<file path="config.mk">
export PLATFORM = sky130hd
export DESIGN_NAME = seg7_scan_driver_flat
export DESIGN_NICKNAME = d
export VERILOG_FILES = /design/src/rtl/seg7_pkg.sv /design/src/rtl/seg7_scan_driver_if.sv /design/src/rtl/seg7_decode.sv /design/src/rtl/seg7_scan_driver.sv /design/src/flat_wrapper.sv
export SDC_FILE = /design/constraint.sdc
export NUM_CORES = 1
export LEC_CHECK = 0
export CAP_MARGIN = 20
export CORE_ASPECT_RATIO = 1.75
export CORE_MARGIN = 5
export CORE_UTILIZATION = 50
export CTS_BUF_LIST = sky130_fd_sc_hd__clkbuf_8 sky130_fd_sc_hd__clkbuf_16
export CTS_CLUSTER_DIAMETER = 30
export DETAILED_ROUTE_END_ITERATION = 6
export HOLD_SLACK_MARGIN = 0.08
export MAX_ROUTING_LAYER = met4
export PLACE_DENSITY = 0.68
export SLEW_MARGIN = 15
export SYNTH_ARGS = -nofsm -noshare
export SYNTH_HDL_FRONTEND = slang
export SYNTH_SLANG_ARGS = --single-unit
export TNS_END_PERCENT = 50
</file>
<file path="constraint.sdc">
create_clock -name clk -period 6.4 [get_ports clk]
set_clock_uncertainty 0.05 [all_clocks]
set_input_delay 0.64 -clock clk [delete_from_list [all_inputs] [get_ports clk]]
set_output_delay 0.64 -clock clk [all_outputs]
set_load 0.01 [all_outputs]
</file>
<file path="src/rtl/seg7_pkg.sv">
// Shared constants for the 4-digit multiplexed 7-segment driver.
// Segment patterns are active-low: bit 0 = a ... bit 6 = g.
package seg7_pkg;

    localparam int unsigned IDX_W    = 2;
    localparam logic [IDX_W-1:0] IDX_LAST = '1;

    localparam logic [6:0] SEG_0     = 7'h40;
    localparam logic [6:0] SEG_1     = 7'h79;
    localparam logic [6:0] SEG_2     = 7'h24;
    localparam logic [6:0] SEG_3     = 7'h30;
    localparam logic [6:0] SEG_4     = 7'h19;
    localparam logic [6:0] SEG_5     = 7'h12;
    localparam logic [6:0] SEG_6     = 7'h02;
    localparam logic [6:0] SEG_7     = 7'h78;
    localparam logic [6:0] SEG_8     = 7'h00;
    localparam logic [6:0] SEG_9     = 7'h10;
    localparam logic [6:0] SEG_BLANK = 7'h7F;

    localparam logic [3:0] AN_OFF    = 4'hF;

endpackage

</file>
<file path="src/rtl/seg7_scan_driver_if.sv">
// Digit inputs from the time-to-digits stage and the multiplexed display outputs.
// master = upstream/board side, slave = the scan driver.
interface seg7_scan_driver_if;

    logic [3:0] ones;
    logic [3:0] tens;
    logic [3:0] hundreds;
    logic [3:0] thousands;
    logic [3:0] blink_mask;
    logic [3:0] dp_mask;
    logic       blank_lz;
    logic [3:0] an;
    logic [6:0] seg;
    logic       dp;

    modport master (
        output ones, tens, hundreds, thousands, blink_mask, dp_mask, blank_lz,
        input  an, seg, dp
    );

    modport slave (
        input  ones, tens, hundreds, thousands, blink_mask, dp_mask, blank_lz,
        output an, seg, dp
    );

endinterface

</file>
<file path="src/rtl/seg7_decode.sv">
// BCD to active-low 7-segment decoder; non-BCD codes render as blank.
module seg7_decode
    import seg7_pkg::*;
(
    input  logic [3:0] i_bcd,
    output logic [6:0] o_seg
);

    always_comb begin
        o_seg = SEG_BLANK;
        case (i_bcd)
            4'd0:    o_seg = SEG_0;
            4'd1:    o_seg = SEG_1;
            4'd2:    o_seg = SEG_2;
            4'd3:    o_seg = SEG_3;
            4'd4:    o_seg = SEG_4;
            4'd5:    o_seg = SEG_5;
            4'd6:    o_seg = SEG_6;
            4'd7:    o_seg = SEG_7;
            4'd8:    o_seg = SEG_8;
            4'd9:    o_seg = SEG_9;
            default: o_seg = SEG_BLANK;
        endcase
    end

endmodule

</file>
<file path="src/rtl/seg7_scan_driver.sv">
// 4-digit common-anode scan driver with anti-ghost blanking, blink, dp and
// leading-zero blanking. Inputs are snapshotted once per frame.
module seg7_scan_driver
    import seg7_pkg::*;
#(
    parameter int unsigned SCAN_DIV  = 100000,
    parameter int unsigned BLANK_CYC = 2000,
    parameter int unsigned BLINK_DIV = 25000000
) (
    input  logic              clk,
    input  logic              reset,
    seg7_scan_driver_if.slave bus
);

    localparam int unsigned SlotW  = $clog2(SCAN_DIV);
    localparam int unsigned BlinkW = $clog2(BLINK_DIV);
    localparam logic [SlotW-1:0]  SlotLast  = SlotW'(SCAN_DIV - 1);
    localparam logic [SlotW-1:0]  BlankCnt  = SlotW'(BLANK_CYC);
    localparam logic [BlinkW-1:0] BlinkLast = BlinkW'(BLINK_DIV - 1);

    logic [SlotW-1:0]  r_slot_cnt;
    logic [IDX_W-1:0]  r_idx;
    logic [BlinkW-1:0] r_blink_cnt;
    logic              r_blink_phase;

    logic [3:0][3:0]   r_digit_s;
    logic [3:0]        r_blink_s;
    logic [3:0]        r_dp_s;
    logic              r_blank_lz_s;

    logic [3:0]        r_an;
    logic [6:0]        r_seg;
    logic              r_dp;

    logic              w_slot_last;
    logic              w_frame_last;
    logic              w_blink_last;
    logic [3:0]        w_digit;
    logic [6:0]        w_dec_seg;
    logic [3:0]        w_an;
    logic [6:0]        w_seg;
    logic              w_dp;

    assign w_slot_last  = (r_slot_cnt == SlotLast);
    assign w_frame_last = w_slot_last && (r_idx == IDX_LAST);
    assign w_blink_last = (r_blink_cnt == BlinkLast);

    always_ff @(posedge clk or posedge reset) begin
        if (reset) begin
            r_slot_cnt    <= '0;
            r_idx         <= '0;
            r_blink_cnt   <= '0;
            r_blink_phase <= 1'b1;
            r_digit_s     <= '0;
            r_blink_s     <= '0;
            r_dp_s        <= '0;
            r_blank_lz_s  <= 1'b0;
        end else begin
            r_slot_cnt  <= w_slot_last ? '0 : r_slot_cnt + SlotW'(1);
            if (w_slot_last) begin
                r_idx <= r_idx + IDX_W'(1);
            end
            r_blink_cnt <= w_blink_last ? '0 : r_blink_cnt + BlinkW'(1);
            if (w_blink_last) begin
                r_blink_phase <= ~r_blink_phase;
            end
            // Latch on the last cycle of slot 3 so the next frame is coherent.
            if (w_frame_last) begin
                r_digit_s    <= {bus.thousands, bus.hundreds, bus.tens, bus.ones};
                r_blink_s    <= bus.blink_mask;
                r_dp_s       <= bus.dp_mask;
                r_blank_lz_s <= bus.blank_lz;
            end
        end
    end

    assign w_digit = r_digit_s[r_idx];

    seg7_decode u_decode (
        .i_bcd (w_digit),
        .o_seg (w_dec_seg)
    );

    always_comb begin
        w_an  = AN_OFF;
        w_seg = SEG_BLANK;
        w_dp  = 1'b1;
        if (r_slot_cnt >= BlankCnt) begin
            w_an  = ~(4'b0001 << r_idx);
            w_dp  = ~r_dp_s[r_idx];
            w_seg = w_dec_seg;
            if ((r_blink_s[r_idx] && !r_blink_phase) ||
                ((r_idx == IDX_LAST) && r_blank_lz_s && (w_digit == 4'd0))) begin
                w_seg = SEG_BLANK;
            end
        end
    end

    always_ff @(posedge clk or posedge reset) begin
        if (reset) begin
            r_an  <= AN_OFF;
            r_seg <= SEG_BLANK;
            r_dp  <= 1'b1;
        end else begin
            r_an  <= w_an;
            r_seg <= w_seg;
            r_dp  <= w_dp;
        end
    end

    assign bus.an  = r_an;
    assign bus.seg = r_seg;
    assign bus.dp  = r_dp;

endmodule

</file>
<file path="src/flat_wrapper.sv">
// flat-port wrapper written by rule: the top's interface ports become plain ports
module seg7_scan_driver_flat import seg7_pkg::*;
#(
    parameter int unsigned SCAN_DIV  = 100000,
    parameter int unsigned BLANK_CYC = 2000,
    parameter int unsigned BLINK_DIV = 25000000
)
  (clk, reset, bus_ones, bus_tens, bus_hundreds, bus_thousands, bus_blink_mask, bus_dp_mask, bus_blank_lz, bus_an, bus_seg, bus_dp);
  seg7_scan_driver_if bus_i ();
  input  logic clk;
  input  logic reset;
  input wire logic [$bits(bus_i.ones)-1:0] bus_ones;
  input wire logic [$bits(bus_i.tens)-1:0] bus_tens;
  input wire logic [$bits(bus_i.hundreds)-1:0] bus_hundreds;
  input wire logic [$bits(bus_i.thousands)-1:0] bus_thousands;
  input wire logic [$bits(bus_i.blink_mask)-1:0] bus_blink_mask;
  input wire logic [$bits(bus_i.dp_mask)-1:0] bus_dp_mask;
  input wire logic [$bits(bus_i.blank_lz)-1:0] bus_blank_lz;
  output wire logic [$bits(bus_i.an)-1:0] bus_an;
  output wire logic [$bits(bus_i.seg)-1:0] bus_seg;
  output wire logic [$bits(bus_i.dp)-1:0] bus_dp;
  assign bus_i.ones = bus_ones;
  assign bus_i.tens = bus_tens;
  assign bus_i.hundreds = bus_hundreds;
  assign bus_i.thousands = bus_thousands;
  assign bus_i.blink_mask = bus_blink_mask;
  assign bus_i.dp_mask = bus_dp_mask;
  assign bus_i.blank_lz = bus_blank_lz;
  assign bus_an = bus_i.an;
  assign bus_seg = bus_i.seg;
  assign bus_dp = bus_i.dp;
  seg7_scan_driver #(.SCAN_DIV(SCAN_DIV), .BLANK_CYC(BLANK_CYC), .BLINK_DIV(BLINK_DIV)) u_core (.clk(clk), .reset(reset), .bus(bus_i));
endmodule
</file>
==> qor_table.md <==
| Metric | Value |
|---|---|
| Status | finished clean |
| Final-stage net count | 422 |
| Portion of total power attributed to the clock network | 45.7% |
| Switching share of power | 19.7% |
| First-pass iteration count of the detailed router | 4 |
| Vias per cell | 5.51 |
| Placed instance area | 0.00441 mm² |
| Leakage power summed over all cells | 2.14 nW |
| Clock buffer count from CTS | 9 |
| Residual overflow from global routing | 0 |
| Met2 Use GR | 25.1% |
| CTS HTree Levels | 3 |
| Post-route minimum period | 2440 ps |
| Number of clock sinks | 82 |
| Hold WS | 423 ps |
| Detailed-route wire length per cell | 14.6 µm |
| Number of failing setup endpoints in the final timing report | 0 |
| Number of enable-type register cells in the synthesized netlist | 0 |
| Area of the placeable core | 0.00780 mm² |
| Number of remaining DRC errors | 0 |
| Global placement routability congestion | 0.846 |
| Max Transition Viols Final | 0 |
| IO buf count | 38 |
| Global-route wire length before repair | 12.4 mm |
| Worst-case clock buffer depth | 2 |
| Area of the mapped netlist | 0.00395 mm² |
| Proportion of register bits with asynchronous set or reset after synthesis | 100% |
| Max Cap Viol | 0 |
| Final Instance Area | 0.00472 mm² |
| Class of the worst hold path | reg2reg |
| Top-level port count | 39 |
| Setup repair after global routing missed its margin | false |
| CP required | 6600 ps |
| Number of standard-cell rows in the floorplan | 43 |
| Worst-path clk slew | 60 ps |
| FF/Latch Area | 0.00207 mm² |
| Most Used Layer, Global Route | met2 |
| Post-Syn Instances | 339 |
| Via Count | 2633 |
| Post-synthesis sequential area ratio | 52.4% |
| Final core occ | 60.5% |
| Logic gate share of total power | 4.9% |
| Internal | 0.000866 W |
| Detailed placement HPWL | 5.03 mm |
| Final-report hold violation count | 0 |
| Fmax achieved | 410 MHz |
| Number of global-route vias before repair | 2778 |
| Die Span Y | 128 µm |
| Nets in the synthesized netlist | 378 |
| Starting density of the core | 50.6% |
| Root buffer cell | sky130_fd_sc_hd__clkbuf_16 |
| Total chip power | 0.00108 W |
| Total area of multi-input combinational cells | 0.00179 mm² |
| Remaining max-slew budget at the tightest pin | 54.9% |
| P&R area growth vs syn | 19.7% |
| Data arrival time of the critical path | 2640 ps |
| Critical Path End Type | flop |
| Worst Path Max Fanout | 13 |
| Wire length after detailed routing | 6.96 mm |
| Yosys warning total | 0 |
| Count of filler cells inserted in the layout | 632 |
| Tot GR Track Use | 16.1% |
| Worst VDD drop | 0.000183 V |
| Unique masters post-synth | 41 |
| Power density relative to cell area | 228 mW/mm² |
| Net Switching | 0.000213 W |
| CTS tree | yes |
| Number of nets still failing antenna checks after routing | 0 |
| Final worst path period share | 38.1% |
| Startpoint type of the worst setup path | flop |
| Die outline area | 0.00984 mm² |
| Overall die width | 77.2 µm |
| Worst-Margin Slew | 674 ps |
| Antenna fix cells | 0 |
| Proportion of layout cells with a drive suffix above 1 | 17.0% |
| Setup tns final | 0 ps |
| Buffers inserted by post-CTS timing repair | 0 |
| Number of hold buffers added after cts | 0 |
| Share of power burned in registers | 49.4% |
| Drt first-iter violations | 125 |
| Mean area per synthesized cell | 11.6 µm² |
| Dominant register cell in the synthesized netlist | sky130_fd_sc_hd__dfrtp_1 |
| Pin count of the biggest net entering global routing | 83 |
| Clock latency on the worst-skew pair | 330 ps |
| Number of gates given a new drive strength after cts | 0 |
| Type of the worst setup path | reg2reg |
| Met1 global-route usage | 19.3% |
| Number of antenna violations at the first check in global routing | 0 |
| Global routing usage on met3 | 4.23% |
| Flops & latches, synth | 82 |
## metal layers
layer,vias up,share of wire [%]
met5,-,0
met4,0,3.1
met3,20,3.5
met2,47,50
met1,1292,43
li1,1274,-
## worst max-delay path: stages (launching register included)
cell and delay, ps:
sky130_fd_sc_hd__dfrtp_1 720, sky130_fd_sc_hd__mux4_2 640, sky130_fd_sc_hd__inv_1 130, sky130_fd_sc_hd__ha_1 170
sky130_fd_sc_hd__and3_1 240, sky130_fd_sc_hd__nor2_1 70, sky130_fd_sc_hd__a21oi_1 140, sky130_fd_sc_hd__nor2_1 50
sky130_fd_sc_hd__o21ai_0 140
## sequential cells by signal (all words and copies together), names as in the netlist
signal and flops:
u_core.r_blink_phase 1, u_core.bus.seg 7, u_core.r_idx 2, u_core.bus.dp 1, u_core.r_blink_s 4, u_core.r_blink_cnt 25, u_core.r_blank_lz_s 1, u_core.r_slot_cnt 17
u_core.r_dp_s 4, u_core.bus.an 4, u_core.r_digit_s 16
## final timing paths
path	startpoint	to	slack, ps	cells past startpoint
min reg2reg	u_core.r_blink_cnt[4]$_DFF_PP0_	u_core.r_blink_cnt[4]$_DFF_PP0_	420	1
max	u_core.r_idx[0]$_DFFE_PP0N_	u_core.bus.seg[5]$_DFF_PP1_	3960	8
min	u_core.r_blink_cnt[4]$_DFF_PP0_	u_core.r_blink_cnt[4]$_DFF_PP0_	420	1
max in group asynchronous	reset	u_core.bus.dp$_DFF_PP1_	5080	4
min in group asynchronous	reset	u_core.r_blink_cnt[16]$_DFF_PP0_	600	3
max reg2reg	u_core.r_idx[0]$_DFFE_PP0N_	u_core.bus.seg[5]$_DFF_PP1_	3960	8
## cells in the mapped netlist, types with 2 or more instances
cell type	number	area, µm²
sky130_fd_sc_hd__buf_6	2	22.5
sky130_fd_sc_hd__and3_1	9	56.3
sky130_fd_sc_hd__buf_2	4	20.0
sky130_fd_sc_hd__o21ai_0	14	70.1
sky130_fd_sc_hd__nand2_1	22	82.6
sky130_fd_sc_hd__nand4_1	11	68.8
sky130_fd_sc_hd__dfrtp_1	69	1730
sky130_fd_sc_hd__or3_1	5	31.3
sky130_fd_sc_hd__mux2_2	5	56.3
sky130_fd_sc_hd__nor2b_1	4	25.0
sky130_fd_sc_hd__nor3_1	10	50.1
sky130_fd_sc_hd__nand2b_1	2	12.5
sky130_fd_sc_hd__nor2_1	39	146
sky130_fd_sc_hd__mux2_4	20	300
sky130_fd_sc_hd__clkbuf_1	2	7.51
sky130_fd_sc_hd__dfstp_2	13	342
sky130_fd_sc_hd__a21oi_1	7	35.0
sky130_fd_sc_hd__mux4_2	6	135
sky130_fd_sc_hd__xor2_1	19	166
sky130_fd_sc_hd__nand3b_1	2	15.0
sky130_fd_sc_hd__ha_1	12	150
sky130_fd_sc_hd__xnor2_1	14	123
sky130_fd_sc_hd__nand3_1	18	90.1
sky130_fd_sc_hd__nor4_2	2	25.0
sky130_fd_sc_hd__and4_1	2	17.5
sky130_fd_sc_hd__inv_1	11	41.3
## through the flow
stage	std cells	setup WS [ps]
after detailed placement	461	3960
after CTS	477	3910
final	478	3960
after global placement	461	4010
after floorplan	339	3620
after global routing	478	3720
## placed cells by master, fill, tap and decap left out, types with 14 or more instances in the layout
master and count:
sky130_fd_sc_hd__nor2_1 39, sky130_fd_sc_hd__nand3_1 18, sky130_fd_sc_hd__mux2_4 20, sky130_fd_sc_hd__o21ai_0 14
sky130_fd_sc_hd__dfrtp_1 69, sky130_fd_sc_hd__clkdlybuf4s50_1 38, sky130_fd_sc_hd__nand2_1 22, sky130_fd_sc_hd__xor2_1 19
sky130_fd_sc_hd__xnor2_1 14
## power groups by stage
stage | sequential [W] | combinational (W) | clock [W]
6_report | 0.000533 | 0.0000530 | 0.000493
5_1_grt | 0.000534 | 0.0000594 | 0.000532
4_1_cts | 0.000533 | 0.0000522 | 0.000506
3_5_place_dp | 0.000542 | 0.0000521 | 0
3_3_place_gp | 0.000542 | 0.0000508 | 0
2_1_floorplan | 0.000540 | 0.0000299 | 0
## logic make-up (layout without fill, tap and decap cells)
family	Yosys count	after routing	synth area share (%)
fa+ha+maj	12	12	3.80
buf+inv	19	68	2.31
flops	82	82	52.4
xor+xnor	33	33	7.32
mux	31	31	12.5
compound gates	28	28	4.09
simple gates	134	134	17.6
## area by class of cell
class | count | share of cell area, %
flip-flops and latches | 82 | 43.8
multi-input cells | 238 | 37.8
repair buffers | 41 | 8.95
clock buffers | 10 | 5.06
well taps | 90 | 2.38
clock inverters | 6 | 1.09
inverters | 11 | 0.901
Note: power is estimated with default switching activity, not from simulation.
